[src/rtl/tdc_frame_pkg.sv]
// Shared constants and state encodings for the TDC record deframer.
package tdc_frame_pkg;

    localparam logic [7:0] SYNC_BYTE   = 8'hA5;
    localparam logic [7:0] TYPE_DATA   = 8'h01;
    localparam logic [7:0] TYPE_LINE   = 8'h02;
    localparam logic [7:0] TYPE_FRAME  = 8'h03;
    localparam int         PAYLOAD_LEN = 6;

    typedef enum logic [1:0] {
        HUNT    = 2'd0,
        TYPE    = 2'd1,
        PAYLOAD = 2'd2,
        CHECK   = 2'd3
    } state_t;

    typedef enum logic [1:0] {
        RX_IDLE  = 2'd0,
        RX_START = 2'd1,
        RX_DATA  = 2'd2,
        RX_STOP  = 2'd3
    } rx_state_t;

endpackage

[src/rtl/uart_byte_rx.sv]
// 8N1 byte receiver: 2-flop synchronizer, start-bit glitch rejection,
// centre sampling of 8 data bits (LSB first) and a stop-bit check.
module uart_byte_rx
    import tdc_frame_pkg::*;
#(
    parameter int CLK_PER_BIT = 12
) (
    input  logic       clk,
    input  logic       rst_n,
    input  logic       rx_i,
    output logic [7:0] byte_o,
    output logic       new_byte_o,
    output logic       stop_err_o,
    output logic       busy_o
);

    localparam int            CW   = $clog2(CLK_PER_BIT);
    localparam logic [CW-1:0] LAST = CW'(CLK_PER_BIT - 1);
    localparam logic [CW-1:0] HALF = CW'(CLK_PER_BIT / 2 - 1);

    logic            sync1_q, sync2_q, prev_q;
    rx_state_t       rx_state_q, rx_state_d;
    logic [CW-1:0]   cnt_q, cnt_d;
    logic [2:0]      bit_q, bit_d;
    logic [7:0]      shift_q, shift_d;
    logic            new_byte_q, new_byte_d;
    logic            stop_err_q, stop_err_d;

    always_ff @(posedge clk or negedge rst_n) begin
        if (!rst_n) begin
            sync1_q    <= 1'b1;
            sync2_q    <= 1'b1;
            prev_q     <= 1'b1;
            rx_state_q <= RX_IDLE;
            cnt_q      <= '0;
            bit_q      <= '0;
            shift_q    <= '0;
            new_byte_q <= 1'b0;
            stop_err_q <= 1'b0;
        end else begin
            sync1_q    <= rx_i;
            sync2_q    <= sync1_q;
            prev_q     <= sync2_q;
            rx_state_q <= rx_state_d;
            cnt_q      <= cnt_d;
            bit_q      <= bit_d;
            shift_q    <= shift_d;
            new_byte_q <= new_byte_d;
            stop_err_q <= stop_err_d;
        end
    end

    always_comb begin
        rx_state_d = rx_state_q;
        cnt_d      = cnt_q + 1'b1;
        bit_d      = bit_q;
        shift_d    = shift_q;
        new_byte_d = 1'b0;
        stop_err_d = 1'b0;
        case (rx_state_q)
            RX_IDLE: begin
                cnt_d = '0;
                if (prev_q && !sync2_q) rx_state_d = RX_START;
            end
            RX_START: begin
                // A line that is high again at mid start bit was only a glitch.
                if (cnt_q == HALF) begin
                    cnt_d = '0;
                    bit_d = '0;
                    rx_state_d = sync2_q ? RX_IDLE : RX_DATA;
                end
            end
            RX_DATA: begin
                if (cnt_q == LAST) begin
                    cnt_d   = '0;
                    shift_d = {sync2_q, shift_q[7:1]};
                    bit_d   = bit_q + 1'b1;
                    if (bit_q == 3'd7) rx_state_d = RX_STOP;
                end
            end
            RX_STOP: begin
                if (cnt_q == LAST) begin
                    cnt_d      = '0;
                    new_byte_d = sync2_q;
                    stop_err_d = !sync2_q;
                    rx_state_d = RX_IDLE;
                end
            end
            default: rx_state_d = RX_IDLE;
        endcase
    end

    assign byte_o     = shift_q;
    assign new_byte_o = new_byte_q;
    assign stop_err_o = stop_err_q;
    assign busy_o     = (rx_state_q != RX_IDLE);

endmodule

[src/rtl/tdc_frame_rx.sv]
// TDC record deframer: sync/type/payload[/checksum] over 8N1 UART.
// Macro TDC_FRAME_CHECKSUM_EN adds the trailing checksum byte and chk_err.
module tdc_frame_rx
    import tdc_frame_pkg::*;
#(
    parameter int CLK_PER_BIT  = 12,
    parameter int TIMEOUT_BITS = 20
) (
    input  logic        clk,
    input  logic        rst_n,
    input  logic        rx,
    output logic [47:0] data_out,
    output logic        data_valid,
    output logic        line_marker,
    output logic        frame_marker,
    output logic        chk_err,
    output logic        frame_err,
    output logic [7:0]  err_count,
    output logic [1:0]  dbg_state_o
);

    // All outputs are single-cycle strobes with no ready: a consumer must take
    // every pulse; data_out holds between data_valid strobes.
    localparam int            TO_CYC = TIMEOUT_BITS * CLK_PER_BIT;
    localparam int            TO_W   = $clog2(TO_CYC + 1);
    localparam logic [TO_W-1:0] TO_LAST = TO_W'(TO_CYC - 1);

    logic [7:0] rx_byte;
    logic       new_byte, stop_err, rx_busy;

    uart_byte_rx #(.CLK_PER_BIT(CLK_PER_BIT)) u_byte_rx (
        .clk        (clk),
        .rst_n      (rst_n),
        .rx_i       (rx),
        .byte_o     (rx_byte),
        .new_byte_o (new_byte),
        .stop_err_o (stop_err),
        .busy_o     (rx_busy)
    );

    state_t          state_q, state_d;
    logic [7:0]      type_q, type_d;
    logic [7:0]      xor_q, xor_d;
    logic [2:0]      idx_q, idx_d;
    logic [47:0]     payload_q, payload_d;
    logic [47:0]     data_q, data_d;
    logic [TO_W-1:0] to_cnt_q, to_cnt_d;
    logic [7:0]      err_cnt_q, err_cnt_d;
    logic            dv_q, dv_d, lm_q, lm_d, fm_q, fm_d;
    logic            chk_err_q, chk_err_d, frame_err_q, frame_err_d;
    logic            emit;
    logic [47:0]     emit_pl;

    always_ff @(posedge clk or negedge rst_n) begin
        if (!rst_n) begin
            state_q     <= HUNT;
            type_q      <= '0;
            xor_q       <= '0;
            idx_q       <= '0;
            payload_q   <= '0;
            data_q      <= '0;
            to_cnt_q    <= '0;
            err_cnt_q   <= '0;
            dv_q        <= 1'b0;
            lm_q        <= 1'b0;
            fm_q        <= 1'b0;
            chk_err_q   <= 1'b0;
            frame_err_q <= 1'b0;
        end else begin
            state_q     <= state_d;
            type_q      <= type_d;
            xor_q       <= xor_d;
            idx_q       <= idx_d;
            payload_q   <= payload_d;
            data_q      <= data_d;
            to_cnt_q    <= to_cnt_d;
            err_cnt_q   <= err_cnt_d;
            dv_q        <= dv_d;
            lm_q        <= lm_d;
            fm_q        <= fm_d;
            chk_err_q   <= chk_err_d;
            frame_err_q <= frame_err_d;
        end
    end

    always_comb begin
        state_d     = state_q;
        type_d      = type_q;
        xor_d       = xor_q;
        idx_d       = idx_q;
        payload_d   = payload_q;
        data_d      = data_q;
        err_cnt_d   = err_cnt_q;
        dv_d        = 1'b0;
        lm_d        = 1'b0;
        fm_d        = 1'b0;
        chk_err_d   = 1'b0;
        frame_err_d = 1'b0;
        emit        = 1'b0;
        emit_pl     = payload_q;

        // Idle timer only runs between bytes of a frame in progress.
        if (state_q == HUNT || rx_busy) to_cnt_d = '0;
        else                            to_cnt_d = to_cnt_q + 1'b1;

        if (state_q != HUNT && !rx_busy && to_cnt_q == TO_LAST) begin
            frame_err_d = 1'b1;
            state_d     = HUNT;
        end else if (stop_err && state_q != HUNT) begin
            frame_err_d = 1'b1;
            state_d     = HUNT;
        end else if (new_byte) begin
            case (state_q)
                HUNT: if (rx_byte == SYNC_BYTE) state_d = TYPE;
                TYPE: begin
                    if (rx_byte == TYPE_DATA || rx_byte == TYPE_LINE || rx_byte == TYPE_FRAME) begin
                        type_d  = rx_byte;
                        xor_d   = rx_byte;
                        idx_d   = '0;
                        state_d = PAYLOAD;
                    end else begin
                        frame_err_d = 1'b1;
                        state_d     = HUNT;
                    end
                end
                PAYLOAD: begin
                    payload_d = {rx_byte, payload_q[47:8]};
                    xor_d     = xor_q ^ rx_byte;
                    if (idx_q == 3'(PAYLOAD_LEN - 1)) begin
                        idx_d = '0;
`ifdef TDC_FRAME_CHECKSUM_EN
                        state_d = CHECK;
`else
                        emit    = 1'b1;
                        emit_pl = payload_d;
                        state_d = HUNT;
`endif
                    end else begin
                        idx_d = idx_q + 1'b1;
                    end
                end
                CHECK: begin
                    if (rx_byte == xor_q) emit = 1'b1;
                    else                  chk_err_d = 1'b1;
                    state_d = HUNT;
                end
                default: state_d = HUNT;
            endcase
        end

        if (emit) begin
            case (type_q)
                TYPE_DATA: begin
                    data_d = emit_pl;
                    dv_d   = 1'b1;
                end
                TYPE_LINE:  lm_d = 1'b1;
                TYPE_FRAME: fm_d = 1'b1;
                default: ;
            endcase
        end

        if ((frame_err_d || chk_err_d) && err_cnt_q != 8'hFF)
            err_cnt_d = err_cnt_q + 1'b1;
    end

    assign data_out     = data_q;
    assign data_valid   = dv_q;
    assign line_marker  = lm_q;
    assign frame_marker = fm_q;
    assign frame_err    = frame_err_q;
    assign err_count    = err_cnt_q;
    assign dbg_state_o  = state_q;
`ifdef TDC_FRAME_CHECKSUM_EN
    assign chk_err      = chk_err_q;
`else
    assign chk_err      = 1'b0;
`endif

endmodule

[config.mk]
export PLATFORM = sky130hd
export DESIGN_NAME = tdc_frame_rx
export DESIGN_NICKNAME = d
export VERILOG_FILES = /design/src/rtl/tdc_frame_pkg.sv /design/src/rtl/uart_byte_rx.sv /design/src/rtl/tdc_frame_rx.sv
export SDC_FILE = /design/constraint.sdc
export NUM_CORES = 1
export LEC_CHECK = 0
export BUFFER_PORTS_ARGS = -buffer_cell sky130_fd_sc_hd__buf_2
export CAP_MARGIN = 20
export CORE_ASPECT_RATIO = 2
export CORE_UTILIZATION = 33
export CTS_CLUSTER_DIAMETER = 60
export DETAILED_ROUTE_END_ITERATION = 12
export MAX_ROUTING_LAYER = met4
export SYNTH_ARGS = -nofsm -noshare
export SYNTH_HDL_FRONTEND = slang
export SYNTH_SLANG_ARGS = --single-unit
[constraint.sdc]
create_clock -name clk -period 3.9 [get_ports clk]
set_input_delay 0.39 -clock clk [delete_from_list [all_inputs] [get_ports clk]]
set_output_delay 0.39 -clock clk [all_outputs]
set_load 0.01 [all_outputs]
==> summary.txt <==
Global route
  – Vias in the first global route: ~4800
  – Initial antenna violation count: 0
  – First-pass GRT wire length: ~24 mm
  – Pin count of the biggest net entering global routing: between 90 and 100
  – GR Overflow Total: 0
  – Total GRT Usage: 0.143

Logic synthesis
  – Yosys top cell by area: dfrtp_1
  – Area contributors post-synth: dfrtp_1, mux2_2, ha_1
  – Ys flop type: dfrtp_1
  – Flops & latches, synth: 159
  – Yosys top cell area share: 0.540
  – Library cells used by synthesis: between 60 and 70
  – Asr flop ratio synth: 1.00
  – Post-Syn Area per Cell: around 13 um^2
  – Post-Syn Area: around 0.0072 mm^2
  – Post-synthesis sequential area ratio: 0.551
  – Cell count after synthesis: 547
  – EDFF count, synth: 0
  – Syn_nets: 560
  – Synth warnings: 0

Detailed routing
  – Routed wire length: between 10 and 15 mm
  – DRC Markers: 0
  – DR iter-0 viols: 197
  – Via count: ~4500
  – First-pass detailed-route iteration total: 4
  – Vias per inst: around 5.0
  – WL/cell: approximately 16 um
  – Post-DRT Antenna Nets: 0

Clocking
  – Clock tree root driver cell: clkbuf_16
  – CTS tree: built
  – Worst-path clk slew: 60 ps
  – Clk sink count: about 160
  – Worst skew pair latency: 430 ps
  – Max clock buf depth: 2
  – CTS buffer count: 17
  – Setup repair bufs after CTS: 0
  – CTS resizes: 0
  – Hold_buf cts: 0
  – Htree depth: 4

Timing
  – Slew @ Worst Pin: a little under 900 ps
  – Slew Viols, Final: 0
  – Final WS setup: between 900 and 1000 ps
  – Fin crit period: approximately 2900 ps
  – Final Setup Violations: 0
  – RSZ-0062 raised after global routing: false
  – FMAX: ~340 MHz
  – Final Hold Fails: 0
  – Crit share post-route: 0.753
  – Final TNS setup: 0 ps
  – Slew HR: 0.404
  – Clk_skew: between 5 and 6 ps

Worst setup path
  – R2R setup slack: roughly 960 ps
  – Critical path class: register to register
  – Reg2reg end: data_out[16]
  – CP endpoint kind: register
  – CP startpoint kind: register
  – Critical Path Start: to_cnt_q[0]
  – Critical-path maximum fanout: 49
  – Worst Path Required: 4210 ps
  – Reg2Reg Launch Point: to_cnt_q[0]
  – Critical Path AT: 3250 ps
  – Reg2Reg Depth: 7

Floorplanning
  – Die ar.: 0.0225 mm^2
  – Io pins: 66
  – Die width: 107 um
  – Core Rows: 76
  – Die height: ~210 um
  – Core Area: between 0.02 and 0.025 mm^2
  – Initial core utilization: 0.336

Finish
  – Most frequent cells in the layout: dfrtp_1, mux2_2, buf_2, nor2_1, nand2_1
  – Most common cell after layout, fill and taps aside: dfrtp_1
  – N_diodes: 0
  – Fin nets: 626
  – Share of cells above drive strength 1: 0.414
  – Fillcell total: ~2100
  – Synthesis-to-layout area growth: 16.7%

Power and ir drop
  – Clk pwr share: 0.458
  – Peak VDD IR: between 0.3 and 0.4 mV
  – Switching power: about 0.89 mW
  – Pleak: roughly 4.3 nW
  – Pwr/cell area: around 420 mW/mm^2
  – Combinational share of power: 0.061
  – Sw Ratio: 0.251
  – Seq pwr share: 0.481
  – Int Power: 2.64 mW

Placed design
  – Detailed Place HPWL: 9.99 mm
  – Setup WS pre-CTS: 938 ps
  – IO Port Bufs: 64
  – Gpl congestion: between 0.8 and 0.9

Outcome
  – Status: finished clean

Job
  – Max Cap Viol: 0

Worst hold path
  – Min-Delay Path Class: primary input to async pin
metal layers:
layer / GRT usage / routed length, um
met1: 0.134 / 5250
met3: 0.0389 / 515
met4: 0.0732 / 475
met2: 0.261 / 8210
met5: - / 0
power groups by stage:
stage | logic, mW | registers [mW] | clock network [mW]
2_1_floorplan | 0.137 | 1.72 | 0
3_3_place_gp | 0.200 | 1.73 | 0
3_5_place_dp | 0.219 | 1.73 | 0
4_1_cts | 0.220 | 1.70 | 1.67
5_1_grt | 0.252 | 1.70 | 1.75
6_report | 0.215 | 1.70 | 1.62
area by class of cell:
type / count / area [um^2] / area share
clock buffers: 17 / 425 / 0.0505
clock inverters: 15 / 153 / 0.0181
inverters: 6 / 22.5 / 0.00267
multi-input cells: 355 / 3090 / 0.367
flip-flops and latches: 159 / 3980 / 0.472
well taps: 273 / 342 / 0.0405
repair buffers: 74 / 414 / 0.0491
worst max path at each step:
| stage | end | slack [ps] | depth (start not counted) |
|---|---|---|---|
| 6_report | data_out[16] | 960 | 7 |
| 5_1_grt | data_out[7] | 780 | 7 |
| 4_1_cts | data_out[16] | 930 | 7 |
| 3_5_place_dp | data_out[16] | 940 | 7 |
| 3_3_place_gp | data_out[0] | 990 | 6 |
| 2_1_floorplan | data_out[39] | 1330 | 9 |
synth_stat cells (2+ instances only):
cell,instances
a2111oi_0,2
a211oi_1,2
a21o_1,5
a21oi_1,4
a22oi_1,2
a2bb2oi_1,7
a31oi_1,3
and2_1,8
and3_1,5
buf_2,2
buf_4,4
clkbuf_1,17
dfrtp_1,156
dfstp_2,3
ha_1,10
inv_1,6
mux2_1,9
mux2_2,143
mux2i_1,8
nand2_1,25
nand2b_1,5
nand3_1,8
nand3b_1,3
nand4_1,4
nor2_1,25
nor2b_1,2
nor3b_1,7
nor4_1,2
o211ai_1,3
o21ai_0,13
o21ai_1,2
o31ai_1,2
or2_2,2
or3_1,3
xnor2_1,8
xor2_1,10
cells by family (layout without fill, tap and decap cells):
kind of cell / Yosys count / in the layout / share of synthesized area
fa+ha+maj: 10 / 10 / 0.0173
mux: 160 / 160 / 0.248
compound gates: 57 / 57 / 0.0582
xor+xnor: 18 / 18 / 0.0218
flops: 159 / 159 / 0.551
other cells: 1 / 1 / 0.000519
simple gates: 109 / 109 / 0.0805
buf+inv: 33 / 112 / 0.0223
registers in the layout, summed over array words and instances, names as in the netlist, 2 cells and up, named ones only:
name,flops
payload_q,48
data_out,48
u_byte_rx.byte_o,8
dbg_state_o,2
to_cnt_q,8
err_count,8
u_byte_rx.cnt_q,4
type_q,8
u_byte_rx.bit_q,3
xor_q,8
idx_q,3
per-stage QoR:
step	total power [mW]	utilization	hold WS (ps)	std cells	area, um^2
3_5_place_dp	1.95	0.365	349	867	7850
3_3_place_gp	1.92	0.365	346	867	7850
2_1_floorplan	1.86	-	94.4	547	7220
4_1_cts	3.59	0.392	41.0	899	8430
5_1_grt	3.70	0.392	34.9	899	8430
6_report	3.53	0.392	52.0	899	8430
critical path, stage by stage (launching register included):
cell,delay (ps)
dfrtp_1,400
ha_1,220
and3_1,270
a311oi_1,300
nand4_1,200
a2111oi_4,390
buf_4,590
mux2_2,410
Note: power is estimated with default switching activity, not from simulation.
